[src/rtl/approx_mult_pkg.sv]
// Shared types and constants for the approximate-multiplier scheduler.
// Operand width comes from the BITWIDTH macro, defaulting to 8 when no header defines it.
`ifndef BITWIDTH
`define BITWIDTH 8
`endif

package approx_mult_pkg;

  localparam int unsigned BITWIDTH    = `BITWIDTH;
  localparam int unsigned PROD_W      = 2 * BITWIDTH;
  localparam int unsigned DEF_NUM_REQ = 4;
  localparam int unsigned ID_W        = $clog2(DEF_NUM_REQ);

  typedef logic [PROD_W-1:0] prod_t;

  typedef struct packed {
    prod_t           p;
    logic [ID_W-1:0] id;
  } rsp_t;

  // Increment modulo n, for pointers whose range need not be a power of two.
  function automatic int unsigned wrap_inc(input int unsigned v, input int unsigned n);
    return (v + 1 >= n) ? 0 : v + 1;
  endfunction

endpackage

[src/rtl/sync_fifo.sv]
// Synchronous FIFO whose head entry and flags are held in registers.
// A push into an empty FIFO becomes visible on the cycle after the push.
module sync_fifo
  import approx_mult_pkg::*;
#(
  parameter type         T     = logic [7:0],
  parameter int unsigned DEPTH = 8,
  localparam int unsigned PTR_W = (DEPTH > 1) ? $clog2(DEPTH) : 1,
  localparam int unsigned CNT_W = $clog2(DEPTH + 1)
) (
  input  logic             clk,
  input  logic             rst_n,
  input  logic             push,
  input  T                 din,
  input  logic             pop,
  output T                 head,
  output logic             full,
  output logic             empty,
  output logic [CNT_W-1:0] count
);

  T                 mem_q [DEPTH];
  T                 head_q, head_d;
  logic [PTR_W-1:0] wr_ptr_q, wr_ptr_d;
  logic [PTR_W-1:0] rd_ptr_q, rd_ptr_d;
  logic [CNT_W-1:0] count_q, count_d;
  logic             full_q, full_d;
  logic             empty_q, empty_d;
  logic             push_c, pop_c;

  assign pop_c  = pop && !empty_q;
  assign push_c = push && (!full_q || pop_c);

  // Next pointers/count, and the entry that will sit at the head after this edge.
  always_comb begin
    wr_ptr_d = wr_ptr_q;
    rd_ptr_d = rd_ptr_q;
    count_d  = count_q;
    head_d   = '0;
    if (push_c) wr_ptr_d = PTR_W'(wrap_inc(32'(wr_ptr_q), DEPTH));
    if (pop_c)  rd_ptr_d = PTR_W'(wrap_inc(32'(rd_ptr_q), DEPTH));
    case ({push_c, pop_c})
      2'b10:   count_d = count_q + CNT_W'(1);
      2'b01:   count_d = count_q - CNT_W'(1);
      default: count_d = count_q;
    endcase
    if (count_d != '0) begin
      head_d = (push_c && (wr_ptr_q == rd_ptr_d)) ? din : mem_q[rd_ptr_d];
    end
    full_d  = (count_d == CNT_W'(DEPTH));
    empty_d = (count_d == '0);
  end

  always_ff @(posedge clk) begin
    if (push_c) mem_q[wr_ptr_q] <= din;
  end

  always_ff @(posedge clk or negedge rst_n) begin
    if (!rst_n) begin
      wr_ptr_q <= '0;
      rd_ptr_q <= '0;
      count_q  <= '0;
      head_q   <= '0;
      full_q   <= 1'b0;
      empty_q  <= 1'b1;
    end else begin
      wr_ptr_q <= wr_ptr_d;
      rd_ptr_q <= rd_ptr_d;
      count_q  <= count_d;
      head_q   <= head_d;
      full_q   <= full_d;
      empty_q  <= empty_d;
    end
  end

  assign head  = head_q;
  assign full  = full_q;
  assign empty = empty_q;
  assign count = count_q;

  a_no_overflow: assert property (@(posedge clk) disable iff (!rst_n)
    !(push && full_q && !pop));

endmodule

[src/rtl/approx_mult_sched.sv]
// Round-robin scheduler sharing one fixed-latency multiplier datapath between requesters.
// Issue is credit-gated so every product in flight is guaranteed a result-FIFO slot.
module approx_mult_sched
  import approx_mult_pkg::*;
#(
  parameter int unsigned NUM_REQ    = DEF_NUM_REQ,
  parameter int unsigned MUL_LAT    = 3,
  parameter int unsigned FIFO_DEPTH = 8
) (
  input  logic                             clk,
  input  logic                             rst_n,
  input  logic [NUM_REQ-1:0]               req_valid,
  output logic [NUM_REQ-1:0]               req_ready,
  input  logic [NUM_REQ-1:0][BITWIDTH-1:0] req_a,
  input  logic [NUM_REQ-1:0][BITWIDTH-1:0] req_b,
  output logic                             mul_valid,
  output logic [BITWIDTH-1:0]              mul_a,
  output logic [BITWIDTH-1:0]              mul_b,
  input  logic [PROD_W-1:0]                mul_p,
  output logic                             rsp_valid,
  input  logic                             rsp_ready,
  output logic [PROD_W-1:0]                rsp_p,
  output logic [ID_W-1:0]                  rsp_id,
  output logic                             busy
);

  localparam int unsigned CRED_W = $clog2(FIFO_DEPTH + 1);
  localparam int unsigned CNT_W  = $clog2(FIFO_DEPTH + 1);

  logic [ID_W-1:0]                 ptr_q, ptr_d;
  logic [CRED_W-1:0]               credits_q, credits_d;
  logic                            mul_valid_q, mul_valid_d;
  logic [BITWIDTH-1:0]             mul_a_q, mul_a_d;
  logic [BITWIDTH-1:0]             mul_b_q, mul_b_d;
  logic [ID_W-1:0]                 mul_id_q, mul_id_d;
  logic [MUL_LAT-1:0]              sh_vld_q, sh_vld_d;
  logic [MUL_LAT-1:0][ID_W-1:0]    sh_id_q, sh_id_d;
  logic                            busy_q, busy_d;

  logic [ID_W-1:0]  gnt_id_c;
  logic             gnt_found_c;
  logic             issue_c;
  logic             push_c;
  logic             pop_c;
  rsp_t             push_data_c;
  rsp_t             fifo_head;
  logic             fifo_full;
  logic             fifo_empty;
  logic [CNT_W-1:0] fifo_count;

  // First valid requester scanning from the round-robin pointer.
  always_comb begin
    gnt_found_c = 1'b0;
    gnt_id_c    = '0;
    for (int unsigned i = 0; i < NUM_REQ; i++) begin
      logic [ID_W-1:0] idx;
      idx = ID_W'((32'(ptr_q) + i) % NUM_REQ);
      if (!gnt_found_c && req_valid[idx]) begin
        gnt_found_c = 1'b1;
        gnt_id_c    = idx;
      end
    end
  end

  assign issue_c   = rst_n && gnt_found_c && (credits_q != '0);
  assign req_ready = issue_c ? (NUM_REQ'(1) << gnt_id_c) : '0;

  assign push_c    = sh_vld_q[MUL_LAT-1];
  assign rsp_valid = !fifo_empty;
  assign pop_c     = rsp_valid && rsp_ready;

  always_comb begin
    push_data_c    = '0;
    push_data_c.p  = mul_p;
    push_data_c.id = sh_id_q[MUL_LAT-1];
  end

  // Issue register, shadow tag pipe and credit bookkeeping.
  always_comb begin
    ptr_d       = ptr_q;
    mul_valid_d = issue_c;
    mul_a_d     = mul_a_q;
    mul_b_d     = mul_b_q;
    mul_id_d    = mul_id_q;
    credits_d   = credits_q;
    sh_vld_d    = '0;
    sh_id_d     = '0;
    if (issue_c) begin
      ptr_d    = (gnt_id_c == ID_W'(NUM_REQ - 1)) ? '0 : gnt_id_c + ID_W'(1);
      mul_a_d  = req_a[gnt_id_c];
      mul_b_d  = req_b[gnt_id_c];
      mul_id_d = gnt_id_c;
    end
    // Stage 0 follows mul_valid, so the last stage lines up with mul_p.
    sh_vld_d[0] = mul_valid_q;
    sh_id_d[0]  = mul_id_q;
    for (int unsigned i = 1; i < MUL_LAT; i++) begin
      sh_vld_d[i] = sh_vld_q[i-1];
      sh_id_d[i]  = sh_id_q[i-1];
    end
    case ({issue_c, pop_c})
      2'b10:   credits_d = credits_q - CRED_W'(1);
      2'b01:   credits_d = credits_q + CRED_W'(1);
      default: credits_d = credits_q;
    endcase
    busy_d = (credits_d != CRED_W'(FIFO_DEPTH));
  end

  always_ff @(posedge clk or negedge rst_n) begin
    if (!rst_n) begin
      ptr_q       <= '0;
      credits_q   <= CRED_W'(FIFO_DEPTH);
      mul_valid_q <= 1'b0;
      mul_a_q     <= '0;
      mul_b_q     <= '0;
      mul_id_q    <= '0;
      sh_vld_q    <= '0;
      sh_id_q     <= '0;
      busy_q      <= 1'b0;
    end else begin
      ptr_q       <= ptr_d;
      credits_q   <= credits_d;
      mul_valid_q <= mul_valid_d;
      mul_a_q     <= mul_a_d;
      mul_b_q     <= mul_b_d;
      mul_id_q    <= mul_id_d;
      sh_vld_q    <= sh_vld_d;
      sh_id_q     <= sh_id_d;
      busy_q      <= busy_d;
    end
  end

  sync_fifo #(
    .T     (rsp_t),
    .DEPTH (FIFO_DEPTH)
  ) u_fifo (
    .clk   (clk),
    .rst_n (rst_n),
    .push  (push_c),
    .din   (push_data_c),
    .pop   (pop_c),
    .head  (fifo_head),
    .full  (fifo_full),
    .empty (fifo_empty),
    .count (fifo_count)
  );

  assign mul_valid = mul_valid_q;
  assign mul_a     = mul_a_q;
  assign mul_b     = mul_b_q;
  assign rsp_p     = fifo_head.p;
  assign rsp_id    = fifo_head.id;
  assign busy      = busy_q;

  a_credit_bound: assert property (@(posedge clk) disable iff (!rst_n)
    ((32'(credits_q) + 32'(fifo_count)) <= FIFO_DEPTH) && !(fifo_full && (credits_q != '0)));

endmodule

[config.mk]
export PLATFORM = sky130hd
export DESIGN_NAME = approx_mult_sched
export DESIGN_NICKNAME = d
export VERILOG_FILES = /design/src/rtl/approx_mult_pkg.sv /design/src/rtl/sync_fifo.sv /design/src/rtl/approx_mult_sched.sv
export SDC_FILE = /design/constraint.sdc
export NUM_CORES = 1
export LEC_CHECK = 0
export CAP_MARGIN = 10
export CORE_MARGIN = 2
export CORE_UTILIZATION = 40
export CTS_BUF_LIST = sky130_fd_sc_hd__clkbuf_2 sky130_fd_sc_hd__clkbuf_4 sky130_fd_sc_hd__clkbuf_8
export DETAILED_ROUTE_END_ITERATION = 12
export PLACE_DENSITY = 0.62
export SETUP_SLACK_MARGIN = 0.3
export SYNTH_ARGS = -nofsm -noshare
export SYNTH_HDL_FRONTEND = slang
export SYNTH_SLANG_ARGS = --single-unit
[constraint.sdc]
create_clock -name clk -period 3.3 [get_ports clk]
set_clock_uncertainty 0.1 [all_clocks]
set_input_delay 0.495 -clock clk [delete_from_list [all_inputs] [get_ports clk]]
set_output_delay 0.495 -clock clk [all_outputs]
set_load 0.01 [all_outputs]
==> flow_summary_export.csv <==
group,metric,value,unit
status,status,"finished, final reports clean",
setup_path,reg2reg_from,"credits_q[1]",
synthesis,synth_edf_count,144,
power_and_ir_drop,switching_share,33.6,%
place,io_buffers,127,
clock_tree,path_clk_slew,0.07,ns
timing,period_share,89.5,%
setup_path,critical-path-slowest-cell,"or4_4",
synthesis,synth_nets,682,
synthesis,synth-simple-area-share,4.59,%
setup_path,cpPeakStageDelay,0.53,ns
timing,tightestPinTransition,0.900,ns
die,die_w,154,um
synthesis,synthDistinctLibCells,45,
setup_path,startpoint,"req_valid[1]",
power_and_ir_drop,seq_power_share,34.9,%
power_and_ir_drop,power_density,946,nW/um^2
clock_tree,cts_tree,"done",
place,gp_congestion,0.733,
route,vias,5391,
die,io_pins,128,
synthesis,postSynthCellCount,581,
setup_path,cp_num_buf_inv,5,
synthesis,synthAdderAreaFrac,2.13,%
global_routing,grt_max_degree,66,
setup_path,ff2ff_setup_slack,0.38,ns
power_and_ir_drop,power_frac_comb,44.6,%
power_and_ir_drop,p_int,7.34,mW
timing,fin_crit,2.95,ns
clock_tree,cts_buffer_depth,3,
synthesis,synthXorXnorAreaFrac,1.48,%
cells_and_area,fin_area,11700,um^2
route,dr.pass1.iters,6,
timing,slew_violations,0,
timing,max_freq,338,MHz
global_routing,grt_pass1_wl,30800,um
setup_path,criticalPathCategory,"in -> out",
global_routing,grtUsageTotal,16.5,%
synthesis,synth_mux_area_share,18.1,%
setup_path,worst-r2r-cell-count,11,
synthesis,synth_top_family_by_area,"multiplexers",
cells_and_area,antenna_cells,0,
global_routing,antenna_found_initial,0,
timing,hold_viol,0,
timing,setup_viol,0,
timing,rsz0062_at_grt,"yes",
flow_run,maxCapViolations,0,
die,initial_core_util,40.9,%
setup_path,cp_max_fo,7,
place,placed_cell_area,10800,um^2
power_and_ir_drop,p_clk_share,20.5,%
clock_tree,clock_sinks,209,
die,num_rows,54,
route,drt-wirelength-per-cell,17.9,um
clock_tree,clk_latency,0.49,ns
setup_path,arrival,2.36,ns
setup_path,critical-path-top-delay-family,"buffers and inverters",
power_and_ir_drop,p_sw,3.72,mW
setup_path,end_kind,"primary output",
power_and_ir_drop,finalPower,11.1,mW
synthesis,yosys_warnings,0,
route,wl,19100,um
synthesis,synth_compound_area_share,4.62,%
die,die_area,23600,um^2
route,antenna_left,0,
cells_and_area,drive_gt1_share,17.2,%
power_and_ir_drop,worst_ir_drop_vdd,0.479,mV
synthesis,ys_ff_latch,209,
synthesis,yosys-top-cells-area,"edfxtp_1 48%, dfrtp_1 18%, mux2i_1 17%, ha_1 1.7%, o221ai_1 1.7%",
route,via_per_inst,5.04,
global_routing,grt_overflow,0,
place,dp_hpwl,12200,um
synthesis,dominantRegCellSynth,"edfxtp_1",
timing,slew_headroom,40.0,%
power_and_ir_drop,power.leakage,4.75,nW
cells_and_area,fillerInstances,1805,
cells_and_area,final_nets,864,
die,fp.dieH,154,um
clock_tree,numCtsBuffers,35,
global_routing,grt_pass1_vias,5834,
setup_path,start_kind,"primary input",
synthesis,yosys.area.top_type,"edfxtp_1",
synthesis,yosysSeqAreaShare,66.5,%
synthesis,yosysTopAreaCellShare,48.3,%
route,drc_errors,0,
cells_and_area,areaGrowthSynthToFinish,30.7,%
synthesis,avgSynthCellArea,15.4,um^2
clock_tree,htreeDepth,2,
synthesis,async_flop_share,31.1,%
setup_path,critPathRequiredTime,2.70,ns
setup_path,path_cells,"clkdlybuf4s50_1 > or4_4 > nand3_4 > buf_4 > buf_12 > clkinvlp_4 > and2_1 > dlygate4sd2_1",
hold_path,hold_path.class,"in -> async",
setup_path,reg2reg_to,"busy",
synthesis,netlist_area,8950,um^2
clock_tree,clockRootBuffer,"clkbuf_8",
die,core-area,21900,um^2
route,initialDrtViolationCount,184,
[routing by layer]
layer | GRT usage, % | vias up | share of wire [%]
li1 | - | 2557 | -
met1 | 20.1 | 2632 | 40
met2 | 28.8 | 176 | 51
met3 | 4.90 | 26 | 6.8
met4 | 4.28 | 0 | 1.5
met5 | 0 | - | 0
[state kept, by name, indices dropped and copies added, names as in the netlist]
name             cells
u_fifo.mem_q       144
u_fifo.head         18
mul_a                8
mul_b                8
credits_q            4
sh_id_d              4
u_fifo.count         4
sh_vld_q             3
u_fifo.rd_ptr_q      3
u_fifo.wr_ptr_q      3
mul_id_q             2
ptr_q                2
push_data_c          2
busy                 1
mul_valid            1
u_fifo.empty         1
u_fifo.full          1
[Yosys cell counts (all sizes together), types with 3 or more instances]
cell    number
mux2i      155
edfxtp     144
dfrtp       63
nand2       36
buf         25
nor2        25
a211oi      17
o221ai      17
inv         15
ha          12
xnor2        8
a21oi        7
o21ai        6
and2         5
nor3         5
xor2         5
clkbuf       4
nand2b       4
a21o         3
[cells in the final DEF, fill, tap and decap left out, types with 3 or more instances in the layout]
master | synthesis | routed
clkbuf_4 | 0 | 9
o221ai_1 | 17 | 16
xor2_1 | 5 | 5
buf_4 | 7 | 41
inv_1 | 14 | 12
clkdlybuf4s50_1 | 0 | 121
dlygate4sd2_1 | 0 | 3
xnor2_1 | 7 | 7
o21ai_0 | 5 | 5
mux2i_1 | 154 | 153
dfrtp_1 | 63 | 61
clkinv_1 | 0 | 10
nor2_1 | 25 | 25
a21o_1 | 3 | 3
a21oi_1 | 7 | 6
nor3_2 | 0 | 4
ha_1 | 12 | 10
nand2b_1 | 4 | 4
clkbuf_8 | 0 | 41
buf_12 | 0 | 5
and2_1 | 5 | 5
a211oi_1 | 17 | 16
edfxtp_1 | 144 | 144
nand2_1 | 36 | 36
[what timing repair did]
action	CTS	global route
pin swaps	3	3
hold buffers	0	0
endpoints found under the setup margin	5	13
setup buffers	6	3
cloned	1	0
resized for setup	13	8
[kinds of logic after synthesis]
group                    Yosys count
AO/OA/AOI/OAI                     55
XOR/XNOR                          13
adder cells (fa/ha/maj)           14
buffers and inverters             44
flip-flops                       209
multiplexers                     158
AND/OR/NAND/NOR                   88
[power groups by stage]
stage               logic [mW]  clock network, mW  registers (mW)
finish                    4.94               2.27            3.86
global route              5.38               2.46            3.93
CTS                       4.93               2.33            3.86
detailed placement        4.77                  0            3.91
global placement          4.66                  0            3.89
floorplan                 3.18                  0            3.90
[per-stage QoR]
step	TNS [ns]	utilization, %	setup slack, ns	hold WS [ns]	instances
2_1_floorplan	0	-	0.0703	0.0994	581
3_3_place_gp	-0.236	49.5	-0.200	0.233	996
3_5_place_dp	-1.61	49.5	-0.300	0.235	996
4_1_cts	0	53.2	0.265	0.219	1066
5_1_grt	0	53.4	0.204	0.256	1069
6_report	0	53.4	0.345	0.175	1069
[worst max-delay path by stage]
stage,slack [ns],endpoint,cells past startpoint
floorplan,0.07,busy,12
global placement,-0.20,busy,12
detailed placement,-0.30,busy,12
CTS,0.26,req_ready[3],8
global route,0.20,busy,11
finish,0.35,req_ready[0],8
[layout make-up]
| class | count | area, um^2 | area share, % |
|---|---|---|---|
| clock buffer | 50 | 632 | 5.40 |
| sequential | 209 | 5960 | 50.9 |
| multi-input combinational | 328 | 2910 | 24.9 |
| tap | 280 | 350 | 3.00 |
| clock inverter | 13 | 80.1 | 0.685 |
| timing repair buffer | 174 | 1710 | 14.6 |
| inverter | 15 | 60.1 | 0.514 |
(Power assumes the default switching activity.)
